--- config.mk ---
export PLATFORM = sky130hd
export DESIGN_NAME = ram_arb_ctrl
export DESIGN_NICKNAME = d
export VERILOG_FILES = /design/src/rtl/ram_arb_ctrl.sv
export SDC_FILE = /design/constraint.sdc
export NUM_CORES = 1
export LEC_CHECK = 0
export BUFFER_PORTS_ARGS = -buffer_cell sky130_fd_sc_hd__buf_2
export CAP_MARGIN = 20
export CORE_MARGIN = 1
export CORE_UTILIZATION = 53
export CTS_CLUSTER_SIZE = 25
export DETAILED_ROUTE_END_ITERATION = 10
export PLACE_DENSITY = 0.82
export SLEW_MARGIN = 20
export SYNTH_ARGS = -nofsm -noshare
export SYNTH_HDL_FRONTEND = slang
export SYNTH_SLANG_ARGS = --single-unit
--- constraint.sdc ---
create_clock -name clk -period 5 [get_ports clk]
set_clock_uncertainty 0.05 [all_clocks]
set_input_delay 0 -clock clk [delete_from_list [all_inputs] [get_ports clk]]
set_output_delay 0 -clock clk [all_outputs]
set_load 0.02 [all_outputs]
--- src/rtl/ram_arb_ctrl.sv ---
// Write arbiter and display read scanner sitting in front of a 16x8 dual-port RAM.
// Two clients share the write port round-robin; the read port is swept slowly for a display.
module ram_arb_ctrl #(
  parameter int SCAN_DIV = 50000
) (
  input  logic       clk,
  input  logic       clrn,
  input  logic       req_a,
  input  logic       req_b,
  input  logic [3:0] addr_a,
  input  logic [3:0] addr_b,
  input  logic [7:0] data_a,
  input  logic [7:0] data_b,
  output logic       ack_a,
  output logic       ack_b,
  input  logic       scan_en,
  output logic       ram_wren,
  output logic [3:0] ram_wraddr,
  output logic [7:0] ram_data,
  output logic [3:0] ram_rdaddr,
  input  logic [7:0] ram_q,
  output logic [3:0] disp_addr,
  output logic [7:0] disp_data,
  output logic       disp_valid
);

  typedef enum logic {
    IDLE  = 1'b0,
    WRITE = 1'b1
  } state_t;

  localparam logic [15:0] DIV_LAST = 16'(SCAN_DIV - 1);
  localparam int          PIPE_LEN = 2;

  // ---------------- write arbiter ----------------
  state_t      state_reg, state_next;
  logic        prio_b_reg, prio_b_next;   // 1: B wins a tie
  logic        wren_reg, wren_next;
  logic        ack_a_reg, ack_a_next;
  logic        ack_b_reg, ack_b_next;
  logic [3:0]  wraddr_reg, wraddr_next;
  logic [7:0]  wdata_reg, wdata_next;

  always_comb begin
    state_next  = state_reg;
    prio_b_next = prio_b_reg;
    wren_next   = 1'b0;
    ack_a_next  = 1'b0;
    ack_b_next  = 1'b0;
    wraddr_next = wraddr_reg;
    wdata_next  = wdata_reg;
    case (state_reg)
      IDLE: begin
        if (req_a || req_b) begin
          state_next = WRITE;
          wren_next  = 1'b1;
          if (req_a && (!req_b || !prio_b_reg)) begin
            ack_a_next  = 1'b1;
            wraddr_next = addr_a;
            wdata_next  = data_a;
            prio_b_next = 1'b1;
          end else begin
            ack_b_next  = 1'b1;
            wraddr_next = addr_b;
            wdata_next  = data_b;
            prio_b_next = 1'b0;
          end
        end
      end
      WRITE:   state_next = IDLE;
      default: state_next = IDLE;
    endcase
  end

  always_ff @(posedge clk) begin
    if (!clrn) begin
      state_reg  <= IDLE;
      prio_b_reg <= 1'b0;
      wren_reg   <= 1'b0;
      ack_a_reg  <= 1'b0;
      ack_b_reg  <= 1'b0;
      wraddr_reg <= 4'd0;
      wdata_reg  <= 8'd0;
    end else begin
      state_reg  <= state_next;
      prio_b_reg <= prio_b_next;
      wren_reg   <= wren_next;
      ack_a_reg  <= ack_a_next;
      ack_b_reg  <= ack_b_next;
      wraddr_reg <= wraddr_next;
      wdata_reg  <= wdata_next;
    end
  end

  // ---------------- read scanner ----------------
  logic [15:0] div_reg, div_next;
  logic [3:0]  rdaddr_reg, rdaddr_next;
  logic        step;

  assign step        = scan_en && (div_reg == DIV_LAST);
  assign div_next    = !scan_en ? div_reg : (step ? 16'd0 : div_reg + 16'd1);
  assign rdaddr_next = step ? rdaddr_reg + 4'd1 : rdaddr_reg;

  always_ff @(posedge clk) begin
    if (!clrn) begin
      div_reg    <= 16'd0;
      rdaddr_reg <= 4'd0;
    end else begin
      div_reg    <= div_next;
      rdaddr_reg <= rdaddr_next;
    end
  end

  // Capture pipeline: stage 0 is loaded with the step, the RAM answers one
  // cycle later, and the display registers grab ram_q one cycle after that.
  // It runs independently of scan_en so an in-flight capture always lands.
  logic       pipe_valid_reg [PIPE_LEN];
  logic [3:0] pipe_addr_reg  [PIPE_LEN];

  always_ff @(posedge clk) begin
    if (!clrn) begin
      pipe_valid_reg[0] <= 1'b0;
      pipe_addr_reg[0]  <= 4'd0;
    end else begin
      pipe_valid_reg[0] <= step;
      pipe_addr_reg[0]  <= rdaddr_next;
    end
  end

  generate
    for (genvar gi = 1; gi < PIPE_LEN; gi++) begin : g_pipe
      always_ff @(posedge clk) begin
        if (!clrn) begin
          pipe_valid_reg[gi] <= 1'b0;
          pipe_addr_reg[gi]  <= 4'd0;
        end else begin
          pipe_valid_reg[gi] <= pipe_valid_reg[gi-1];
          pipe_addr_reg[gi]  <= pipe_addr_reg[gi-1];
        end
      end
    end
  endgenerate

  logic       disp_valid_reg;
  logic [3:0] disp_addr_reg;
  logic [7:0] disp_data_reg;

  always_ff @(posedge clk) begin
    if (!clrn) begin
      disp_valid_reg <= 1'b0;
      disp_addr_reg  <= 4'd0;
      disp_data_reg  <= 8'd0;
    end else begin
      disp_valid_reg <= pipe_valid_reg[PIPE_LEN-1];
      if (pipe_valid_reg[PIPE_LEN-1]) begin
        disp_addr_reg <= pipe_addr_reg[PIPE_LEN-1];
        disp_data_reg <= ram_q;
      end
    end
  end

  assign ack_a      = ack_a_reg;
  assign ack_b      = ack_b_reg;
  assign ram_wren   = wren_reg;
  assign ram_wraddr = wraddr_reg;
  assign ram_data   = wdata_reg;
  assign ram_rdaddr = rdaddr_reg;
  assign disp_addr  = disp_addr_reg;
  assign disp_data  = disp_data_reg;
  assign disp_valid = disp_valid_reg;

endmodule

Word-level counts from Yosys, hierarchy flattened
Memories as Yosys holds them, arrays and structs flattened. A register that Yosys moved wholly into a read port is not among the register bits.
Index checks and enable logic that the tools add are counted.
- register bits after elaboration: 46
- RAM bits: 10
- input port bits: 37
- output and inout bits: 32
- word-level logic and storage cells: 47
- memories kept: 2
- $add $sub $neg: 2
- eq/ne operators: 1
- mux-type cells: 14
- bitwise operators: 7
- reduce and logical (&&, ||, !) cells: 10
- memory list (name ; depth ; bits a word ; rd ports ; clocked after memory_dff ; write ports ; line ; text):
    pipe_addr_reg ; 2 ; 4 ; 2 ; 1 ; 2 ; 118 ; logic [3:0] pipe_addr_reg [PIPE_LEN];
    pipe_valid_reg ; 2 ; 1 ; 2 ; 0 ; 2 ; 117 ; logic pipe_valid_reg [PIPE_LEN];
- operators by type and width (operator ; number):
    $add A16 B1 Y16 const B ; 1
    $eq A16 B16 Y1 const B ; 1
    $mux W16 ; 1
    $mux W4 ; 4
    $mux W8 ; 1
    $mux W1 ; 7
    $add A4 B1 Y4 const B ; 1
    $or A1 B1 Y1 ; 4
    $logic_not A1 Y1 ; 3
    $not A1 Y1 ; 3
    $reduce_or A3 Y1 ; 1
    $logic_and A1 B1 Y1 ; 2
    $logic_or A1 B1 Y1 ; 2
    $pmux W1 S2 ; 1
    $reduce_and A2 Y1 ; 1
    $reduce_or A2 Y1 ; 1

Longest topological paths before layout
Gate-level depths: netlist of run 1.
- depth in word-level cells: 4
- mapped depth: 7
- depth with buffers taken out: 5

Worst setup path before layout of run 1
No wires, ideal clock.
- kind: reg2reg
- start: register div_reg[11]
- end: memory pipe_addr_reg[0][0]
- library setup time: 115 ps
- arrival time: 1781 ps
- data required time: 4835 ps
- path slack: 3054 ps
- stages on the path, launching flop included: 6
- path buffers: 1
- period minus slack after synthesis: 1946 ps
- path through: dfxtp_1 or4b_1 or4_1 buf_6 xnor2_1 and2_1
- RTL lines (what ; line ; text):
    from (decl) ; 96 ; logic [15:0] div_reg, div_next;
    from (signal assigned) ; 109 ; div_reg <= div_next;
    to (decl) ; 118 ;

==> run metrics, run 1 <==
final worst slack 2.88 ns; CP cell instances or4b_1 -> or4_1 -> xnor2_1 -> and2_1; vias in the first global route 1734; max_cap viols 0; Avg WL per Cell ~13 um; Clock Pin Slew Worst Setup and Hold Paths 0.10 ns; fin area 2970 um^2; area share of the largest cell type after synthesis 48.5%; DIE HEIGHT between 60 and 70 um; Synth Area per Inst 10.0 um^2; worst slack at placement approximately 2.9 ns; Worst Hold Launch addr_a[2]; Placer Congestion 0.825; Internal 0.000665 W; row count 23; CTS Root Cell clkbuf_8; Critical Path Source div_reg[11]$_SDFFE_PN0P_; pwr/cell area 289 nW/um^2; Mapped Nets around 270; clock latency on the worst-skew pair 0.31 ns; Resized Gates After CTS 0; Critical Path RT 5.16 ns; Pleak approximately 1.3 nW; Hold Violations, Final 2; Ys Warns 0; die width 67.5 um; RSZ-0062 raised after global routing false; commonest cells in the synthesized netlist 55 x dfxtp_1, 25 x mux2i_1, 18 x nand2_1, 18 x nor2_1, 14 x nor2b_1; Post-synth top flop dfxtp_1; Syn Inst Count 226; CP arrival 2.28 ns; CTS Buf Count 5; maximum clock frequency 471 MHz; io pins 69; IO Port Bufs 68; Hold Path Class in2reg; antenna violations before repair 0; Hold Worst Slack -0.00558 ns; sequential share of power 53.2%; Post-Synth XOR/XNOR Area 5.79%; leading area contributor after synthesis dfxtp_1; placed inst area 2620 um^2; HPWL Detailed 2.89 mm; vias 1876; ANT cells 0; Period minus WS final 2.12 ns; Switching Share between 20% and 30%; largest family of logic cells by synthesized area simple AND/OR/NAND/NOR gates; Routed WL 4.57 mm; Filler Cells Inserted 288; ranking of synthesized cells by area dfxtp_1 48%, mux2i_1 11%, o211a_1 5.3%; worst setup path class reg2reg; clock sink count 55; Final nets 352; logic gate share of total power 11.8%; Tot GR Track Use 21.2%; most common cell in the netlist dfxtp_1; H-Tree Depth 2; area grow syn2layout 30.9%; Antenna Nets Post-Route 0; post-CTS setup repair buffer count 0; GR Overflow Total 0; vias per cell 5.15; reg2reg start div_reg[11]$_SDFFE_PN0P_; Post-synth EDFFs 0; Worst Path Buf+Inv 0; largest net degree at the start of global routing 43; CP Max Fanout 9; die area 4550 um^2; share of cells above drive strength 1 25.5%; simple-gate area share of the yosys netlist 22.7%; Rel. slew slack 55.2%; DRC violation total after the first TritonRoute iteration 68; Async SR Flop Fraction 0%; mux contribution to synthesized area 11.0%; deepest clock path buffer count 2; core area between 4000 and 5000 um^2; Psw 0.000195 W; Post-Synth Adder-Cell Area 1.10%; CP max stage cell or4_1; DRC Markers 0; CP Launch Type register; crit-path leading delay family simple AND/OR/NAND/NOR gates; first-pass GRT wire length 7.33 mm; Worst-Margin Slew 0.672 ns; violated checks negative hold slack; fin. max-slew vios 0; CTS tree yes; final setup fails 0; Seq/Total Area, Yosys 48.5%; peak supply drop 0.234 mV; Clock power frac between 30% and 40%; status complete, but fails checks; number of flip-flops in the largest register 16; Initial Util a little under three fifths; delay of the slowest cell on the worst path 0.73 ns; Synth Area in Compound Gates 7.71%; Tcrit/Tclk final 42.4%; synthesized area 2270 um^2; DRT Pass-1 Iters 5; Hold Buf Count CTS 23; Sum Neg Setup Slack 0 ns; critical path capture point type register; Yosys reg bits 55; synth unique cells 33; Layout Utilization approximately 73%
[path summary, 6_finish.rpt]
path,end,slack [ns],cells past startpoint
hold reg to reg,pipe_valid_reg[1]$_DFF_P_,0.40,1
setup / recovery,pipe_addr_reg[0][0]$_SDFFE_PN0P_,2.88,4
setup reg to reg,pipe_addr_reg[0][0]$_SDFFE_PN0P_,2.88,4
hold / removal,ram_wraddr[2]$_SDFFE_PN0P_,-0.006,4
[worst reg2reg max path: cells and delay by family (launching register included)]
kind | cells | cell delay [ns]
xor+xnor | 1 | 0.19
simple gates | 3 | 1.44
flops | 1 | 0.35
[layer usage]
| metal | up-vias | wire (um) | GRT usage (%) |
|---|---|---|---|
| li1 | 957 | - | - |
| met1 | 877 | 1980 | 23.2 |
| met2 | 37 | 2350 | 39.2 |
| met3 | 5 | 194 | 6.25 |
| met4 | 0 | 48 | 5.59 |
| met5 | - | 0 | 0 |
[layout by cell type (no fill, tap or decap), types with 2 or more instances in the layout]
cell,n
buf_2,68
dfxtp_1,55
mux2i_1,25
dlygate4sd3_1,23
nor2_1,18
nand2_1,18
nor2b_1,14
xnor2_1,13
o211a_1,12
and2_1,10
nor4_1,7
nand4_1,6
nand3_1,6
clkbuf_8,6
nand2b_1,4
a21boi_0,3
inv_1,2
o21ai_0,2
o31ai_1,2
nor3_1,2
xor2_1,2
ha_1,2
buf_4,2
[cell families (layout without fill, tap and decap cells)]
logic type / after synthesis / in the layout
AND/OR/NAND/NOR: 94 / 94
flip-flops: 55 / 55
adder cells (fa/ha/maj): 2 / 2
AO/OA/AOI/OAI: 20 / 20
XOR/XNOR: 15 / 15
buffers and inverters: 15 / 103
multiplexers: 25 / 25
[power groups by stage]
stage | sequential, W | clock, W | combinational, W
floorplan | 0.000481 | 0 | 0.0000386
global placement | 0.000467 | 0 | 0.0000835
detailed placement | 0.000468 | 0 | 0.0000849
CTS | 0.000457 | 0.000307 | 0.000101
global route | 0.000459 | 0.000321 | 0.000111
finish | 0.000457 | 0.000301 | 0.000101
[area by class of cell]
cell class / count / area, um^2 / share of cell area [%]
sequential: 55 / 1100 / 37.1
multi-input combinational: 156 / 1100 / 36.9
timing repair buffer: 93 / 586 / 19.7
clock buffer: 6 / 82.6 / 2.78
tap: 50 / 62.6 / 2.11
clock inverter: 2 / 35.0 / 1.18
inverter: 2 / 7.51 / 0.253
[per-stage QoR]
stage / total power, W / std cells
after detailed placement: 0.000552 / 333
after CTS: 0.000865 / 364
final: 0.000860 / 364
after floorplan: 0.000520 / 226
after global placement: 0.000551 / 333
after global routing: 0.000892 / 364
No activity file was read; power rests on OpenSTA's default activity.
==> run 2: changes to the inputs <==
--- a/config.mk
+++ b/config.mk
@@ -8,10 +8,10 @@
 export BUFFER_PORTS_ARGS = -buffer_cell sky130_fd_sc_hd__buf_2
 export CAP_MARGIN = 20
 export CORE_MARGIN = 1
-export CORE_UTILIZATION = 53
+export CORE_UTILIZATION = 50
 export CTS_CLUSTER_SIZE = 25
 export DETAILED_ROUTE_END_ITERATION = 10
-export PLACE_DENSITY = 0.82
+export PLACE_DENSITY = 0.78
 export SLEW_MARGIN = 20
 export SYNTH_ARGS = -nofsm -noshare
 export SYNTH_HDL_FRONTEND = slang
==> constraint.sdc (replaced) <==
create_clock -name clk -period 2.2 [get_ports clk]
set_clock_uncertainty 0.05 [all_clocks]
set_input_delay 0 -clock clk [delete_from_list [all_inputs] [get_ports clk]]
set_output_delay 0 -clock clk [all_outputs]
set_load 0.02 [all_outputs]
==> run 2 against run 1 <==
Compared with the run above:
- the flow now finishes without violations
- combinational power increased by 130%
- non-clock buffer count increased by 3
- via count increased by 0.59%
- sequential share of layout area decreased by 0.078 points
==> run metrics, run 2 (synthesis gave the netlist of run 1 again) <==
clock sink count 55 (unchanged); peak supply drop 0.412 mV (was 0.234 mV); Psw 0.000443 W (was 0.000195 W); worst setup path class reg2reg (unchanged); pwr/cell area 619 nW/um^2 (was 289 nW/um^2); Switching Share 24.0% (was 22.7%); critical path capture point type register (unchanged); Worst-Margin Slew 0.702 ns (was 0.672 ns); deepest clock path buffer count 2 (unchanged); H-Tree Depth 2 (unchanged); Placed Instances 338 (was 333); sequential share of power 56.3% (was 53.2%); clock latency on the worst-skew pair 0.31 ns (about the same); Tcrit/Tclk final 91.8% (was 42.4%); Initial Util 52.2% (was 56.0%); logic gate share of total power 12.7% (was 11.8%); Critical Path RT 2.35 ns (was 5.16 ns); most common cell after layout, fill and taps aside buf_2 (unchanged); CP Launch Type register (unchanged); GR Overflow Total 0 (unchanged); largest net degree at the start of global routing 43 (unchanged); vias 1887 (was 1876); CTS Root Cell clkbuf_8 (unchanged); DIE HEIGHT 69.4 um (was 67.5 um); ANT cells 0 (unchanged); post-CTS setup repair buffer count 0 (unchanged); vias in the first global route 1821 (was 1734); Clock power frac 30.9% (was 35.0%); CTS tree yes (unchanged); share of cells above drive strength 1 26.2% (was 25.5%); HPWL Detailed 3.03 mm (was 2.89 mm); vias per cell 5.11 (was 5.15); core area 4350 um^2 (was 4060 um^2); Avg WL per Cell 13.1 um (was 12.6 um); CP arrival 2.17 ns (was 2.28 ns); antenna violations before repair 0 (unchanged); Clock Pin Slew Worst Setup and Hold Paths 0.09 ns (was 0.10 ns); Rel. slew slack 53.1% (was 55.2%); fin. max-slew vios 0 (unchanged); die width 69.4 um (was 67.5 um); DRC Markers 0 (unchanged); Routed WL 4.83 mm (was 4.57 mm); final setup fails 0 (unchanged); DRT Pass-1 Iters 4 (was 5); Sum Neg Setup Slack 0 ns (unchanged); die area 4820 um^2 (was 4550 um^2); number of flip-flops in the largest register 16 (unchanged); IO Port Bufs 68 (unchanged); maximum clock frequency 495 MHz (was 471 MHz); CP Max Fanout 9 (unchanged); Antenna Nets Post-Route 0 (unchanged); Tot GR Track Use 21.0% (was 21.2%); io pins 69 (unchanged); Hold Path Class in2reg (unchanged); Internal 0.00140 W (was 0.000665 W); Non-Filler Instances 369 (was 364); commonest non-fill, non-tap cells in the layout 68 x buf_2, 55 x dfxtp_1, 25 x mux2i_1 (unchanged); Pleak 1.34 nW (was 1.33 nW); first-pass GRT wire length 8.11 mm (was 7.33 mm); RSZ-0062 raised after global routing false (unchanged); Hold Violations, Final 0 (was 2); Final nets 355 (was 352); status finished clean (was complete, but fails checks); row count 24 (was 23); Placer Congestion 0.845 (was 0.825); Period minus WS final 2.02 ns (was 2.12 ns); CTS Buf Count 5 (unchanged); area grow syn2layout 31.1% (was 30.9%); DRC violation total after the first TritonRoute iteration 110 (was 68); max_cap viols 0 (unchanged)
==> run 2: metrics by stage <==
stage,utilization [%],setup WS [ns],hold slack [ns],instance area (um^2),total power [W]
2_1_floorplan,-,0.254,0.0862,2270,0.00118
3_3_place_gp,60.8,0.111,0.211,2650,0.00125
3_5_place_dp,60.8,0.0865,0.219,2650,0.00126
4_1_cts,68.3,0.0455,0.000525,2970,0.00186
5_1_grt,68.4,0.125,0.0117,2980,0.00192
6_report,68.4,0.180,0.00673,2980,0.00184
==> run 2: path summary, 6_finish.rpt <==
path / cells past startpoint / to / slack [ns] / startpoint
max reg2reg: 4 / pipe_addr_reg[0][3]$_SDFFE_PN0P_ / 0.18 / div_reg[11]$_SDFFE_PN0P_
max: 4 / pipe_addr_reg[0][3]$_SDFFE_PN0P_ / 0.18 / div_reg[11]$_SDFFE_PN0P_
min: 4 / ram_data[5]$_SDFFE_PN0P_ / 0.007 / data_a[5]
min reg2reg: 1 / pipe_valid_reg[1]$_DFF_P_ / 0.40 / pipe_valid_reg[0]$_DFF_P_
==> run 2: area by class of cell <==
| cell class | instances | area [um^2] |
|---|---|---|
| tap | 52 | 65.1 |
| multi-input combinational | 156 | 1100 |
| fill | 333 | 1380 |
| sequential | 55 | 1100 |
| timing repair buffer | 96 | 608 |
| clock inverter | 1 | 8.76 |
| inverter | 2 | 7.51 |
| clock buffer | 7 | 86.3 |
==> run 2: worst max-delay path: stages (launching register included) <==
cell and delay [ns]:
dfxtp_1 0.36, or4b_1 0.56, or4_4 0.63, o21ai_0 0.20, o31ai_1 0.10
==> run 2: power by group through the flow <==
stage          Sequential (W)  Combinational (W)  Clock (W)
3_5_place_dp          0.00106           0.000195          0
3_3_place_gp          0.00106           0.000190          0
6_report              0.00104           0.000235   0.000570
5_1_grt               0.00104           0.000253   0.000626
2_1_floorplan         0.00109          0.0000876          0
4_1_cts               0.00104           0.000232   0.000592
==> run 2: repair_timing <==
item,in CTS,in global routing
gates resized for setup,0,1
hold buffers,23,0
setup endpoints to repair,0,4
hold endpoints to repair,18,0
==> run 2: per-layer routing <==
layer  wire length [um]  share of wire, %  track usage [%]  vias up
li1                   -                 -                -      961
met1               2160                45             25.3      868
met2               2360                49             35.7       50
met3                213               4.4             5.09        8
met4                 87               1.8             8.84        0
met5                  0                 0                0        -
==> run 3: changes to the inputs <==
--- a/config.mk
+++ b/config.mk
@@ -11,6 +11,7 @@
 export CORE_UTILIZATION = 50
 export CTS_CLUSTER_SIZE = 25
 export DETAILED_ROUTE_END_ITERATION = 10
+export MAX_ROUTING_LAYER = met4
 export PLACE_DENSITY = 0.78
 export SLEW_MARGIN = 20
 export SYNTH_ARGS = -nofsm -noshare
==> run 3 against run 2 <==
Compared with the run above:
- first-iteration DRC count increased by 6.4%
- cell count unchanged
- die area unchanged
- via count increased by 0.11%
- maximum frequency decreased by 0.28%
- clock-buffer cell count unchanged
- critical path depth unchanged
==> run metrics, run 3 (synthesis gave the netlist of run 1 again) <==
status finished clean (unchanged); die area 4820 um^2 (unchanged); share of cells above drive strength 1 26.2% (unchanged); GR Overflow Total 0 (unchanged); hold depth 4 (unchanged); worst setup path class reg2reg (unchanged); Critical Path RT 2.34 ns (was 2.35 ns); Worst-Margin Slew 0.699 ns (was 0.702 ns); maximum clock frequency 494 MHz (was 495 MHz); Pleak 1.34 nW (unchanged); number of flip-flops in the largest register 16 (unchanged); Initial Util 52.2% (unchanged); deepest clock path buffer count 2 (unchanged); pwr/cell area 618 nW/um^2 (was 619 nW/um^2); commonest non-fill, non-tap cells in the layout 68 x buf_2, 55 x dfxtp_1, 25 x mux2i_1 (unchanged); CTS Root Cell clkbuf_8 (unchanged); core area 4350 um^2 (unchanged); CP cell instances or4b_1 -> or4_4 -> o21ai_0 -> o31ai_1 (unchanged); clock latency on the worst-skew pair 0.31 ns (about the same); Worst Path Buf+Inv 0 (unchanged); DRC Markers 0 (unchanged); DRT Pass-1 Iters 4 (unchanged); Avg WL per Cell 13.0 um (was 13.1 um); Period minus WS final 2.03 ns (was 2.02 ns); Placer Congestion 0.858 (was 0.845); vias in the first global route 1829 (was 1821); vias 1889 (was 1887); row count 24 (unchanged); HPWL Detailed 3.03 mm (unchanged); peak supply drop 0.414 mV (was 0.412 mV); delay of the slowest cell on the worst path 0.63 ns (about the same); Tot GR Track Use 21.6% (was 21.0%); clock sink count 55 (unchanged); vias per cell 5.12 (was 5.11); Antenna Nets Post-Route 0 (unchanged); final worst slack 0.175 ns (was 0.180 ns); first-pass GRT wire length 8.10 mm (was 8.11 mm); fin. max-slew vios 0 (unchanged); CP Max Fanout 9 (unchanged); Routed WL 4.81 mm (was 4.83 mm); RSZ-0062 raised after global routing false (unchanged); final setup fails 0 (unchanged); H-Tree Depth 2 (unchanged); CP arrival 2.17 ns (about the same); crit-path leading delay family simple AND/OR/NAND/NOR gates (unchanged); Hold Violations, Final 0 (unchanged); most common cell after layout, fill and taps aside buf_2 (unchanged); worst slack at placement 0.0865 ns (unchanged); die width 69.4 um (unchanged); Rel. slew slack 53.4% (was 53.1%); Sum Neg Setup Slack 0 ns (unchanged); Hold Path Class in2reg (unchanged); post-CTS setup repair buffer count 0 (unchanged); R2R depth 4 (unchanged); CTS tree yes (unchanged); Final nets 355 (unchanged); max_cap viols 0 (unchanged); critical path capture point type register (unchanged); largest net degree at the start of global routing 43 (unchanged); CP Launch Type register (unchanged); ANT cells 0 (unchanged); Tcrit/Tclk final 92.1% (was 91.8%); IO Port Bufs 68 (unchanged); area grow syn2layout 31.1% (unchanged); antenna violations before repair 0 (unchanged); Clock Pin Slew Worst Setup and Hold Paths 0.09 ns (about the same); CTS Buf Count 5 (unchanged); WP depth 4 (unchanged); CP max stage cell or4_4 (unchanged); DRC violation total after the first TritonRoute iteration 117 (was 110); io pins 69 (unchanged); DIE HEIGHT 69.4 um (unchanged)
[run 3: final cells by class]
type,count,area (um^2)
Fill cell,333,1380
Clock inverter,1,8.76
Multi-Input combinational cell,156,1100
Tap cell,52,65.1
Timing Repair Buffer,96,608
Sequential cell,55,1100
Inverter,2,7.51
Clock buffer,7,86.3
[run 3: what timing repair did]
| item | in CTS | in global routing |
|---|---|---|
| endpoints found under the setup margin | 0 | 4 |
| resized for setup | 0 | 1 |
| hold endpoints to repair | 18 | 0 |
| hold buffers | 23 | 0 |
[run 3: routing by layer]
metal | wire, um | track usage [%] | share of wire [%]
met3 | 209 | 5.09 | 4.3
met4 | 85 | 8.84 | 1.8
met5 | 0 | - | 0
met2 | 2390 | 35.7 | 50
met1 | 2130 | 25.3 | 44
[run 3: metrics by stage]
stage	power (W)	instances	hold WS [ns]	util (%)	area (um^2)
floorplan	0.00118	226	0.0862	-	2270
global placement	0.00125	338	0.211	60.8	2650
detailed placement	0.00126	338	0.219	60.8	2650
CTS	0.00186	369	0.000525	68.3	2970
global route	0.00192	369	0.0117	68.4	2980
finish	0.00184	369	0.00184	68.4	2980
[run 3: path summary, 6_finish.rpt]
path	startpoint	to	slack, ns
max	div_reg[11]$_SDFFE_PN0P_	pipe_addr_reg[0][3]$_SDFFE_PN0P_	0.17
max reg2reg	div_reg[11]$_SDFFE_PN0P_	pipe_addr_reg[0][3]$_SDFFE_PN0P_	0.17
min reg2reg	pipe_valid_reg[0]$_DFF_P_	pipe_valid_reg[1]$_DFF_P_	0.40
min	data_a[5]	ram_data[5]$_SDFFE_PN0P_	0.002
[run 3: report_power, final]
| group | leakage (nW) | total [W] | internal [W] | switching, W |
|---|---|---|---|---|
| Sequential | 0.447 | 0.00104 | 0.00102 | 0.0000143 |
| Combinational | 0.842 | 0.000234 | 0.000118 | 0.000116 |
| Clock | 0.0484 | 0.000568 | 0.000258 | 0.000310 |
[run 3: worst reg2reg max path, cell delays in order, from the launching register on]
cell     delay, ns
dfxtp_1       0.36
or4b_1        0.57
or4_4         0.63
o21ai_0       0.20
o31ai_1       0.10
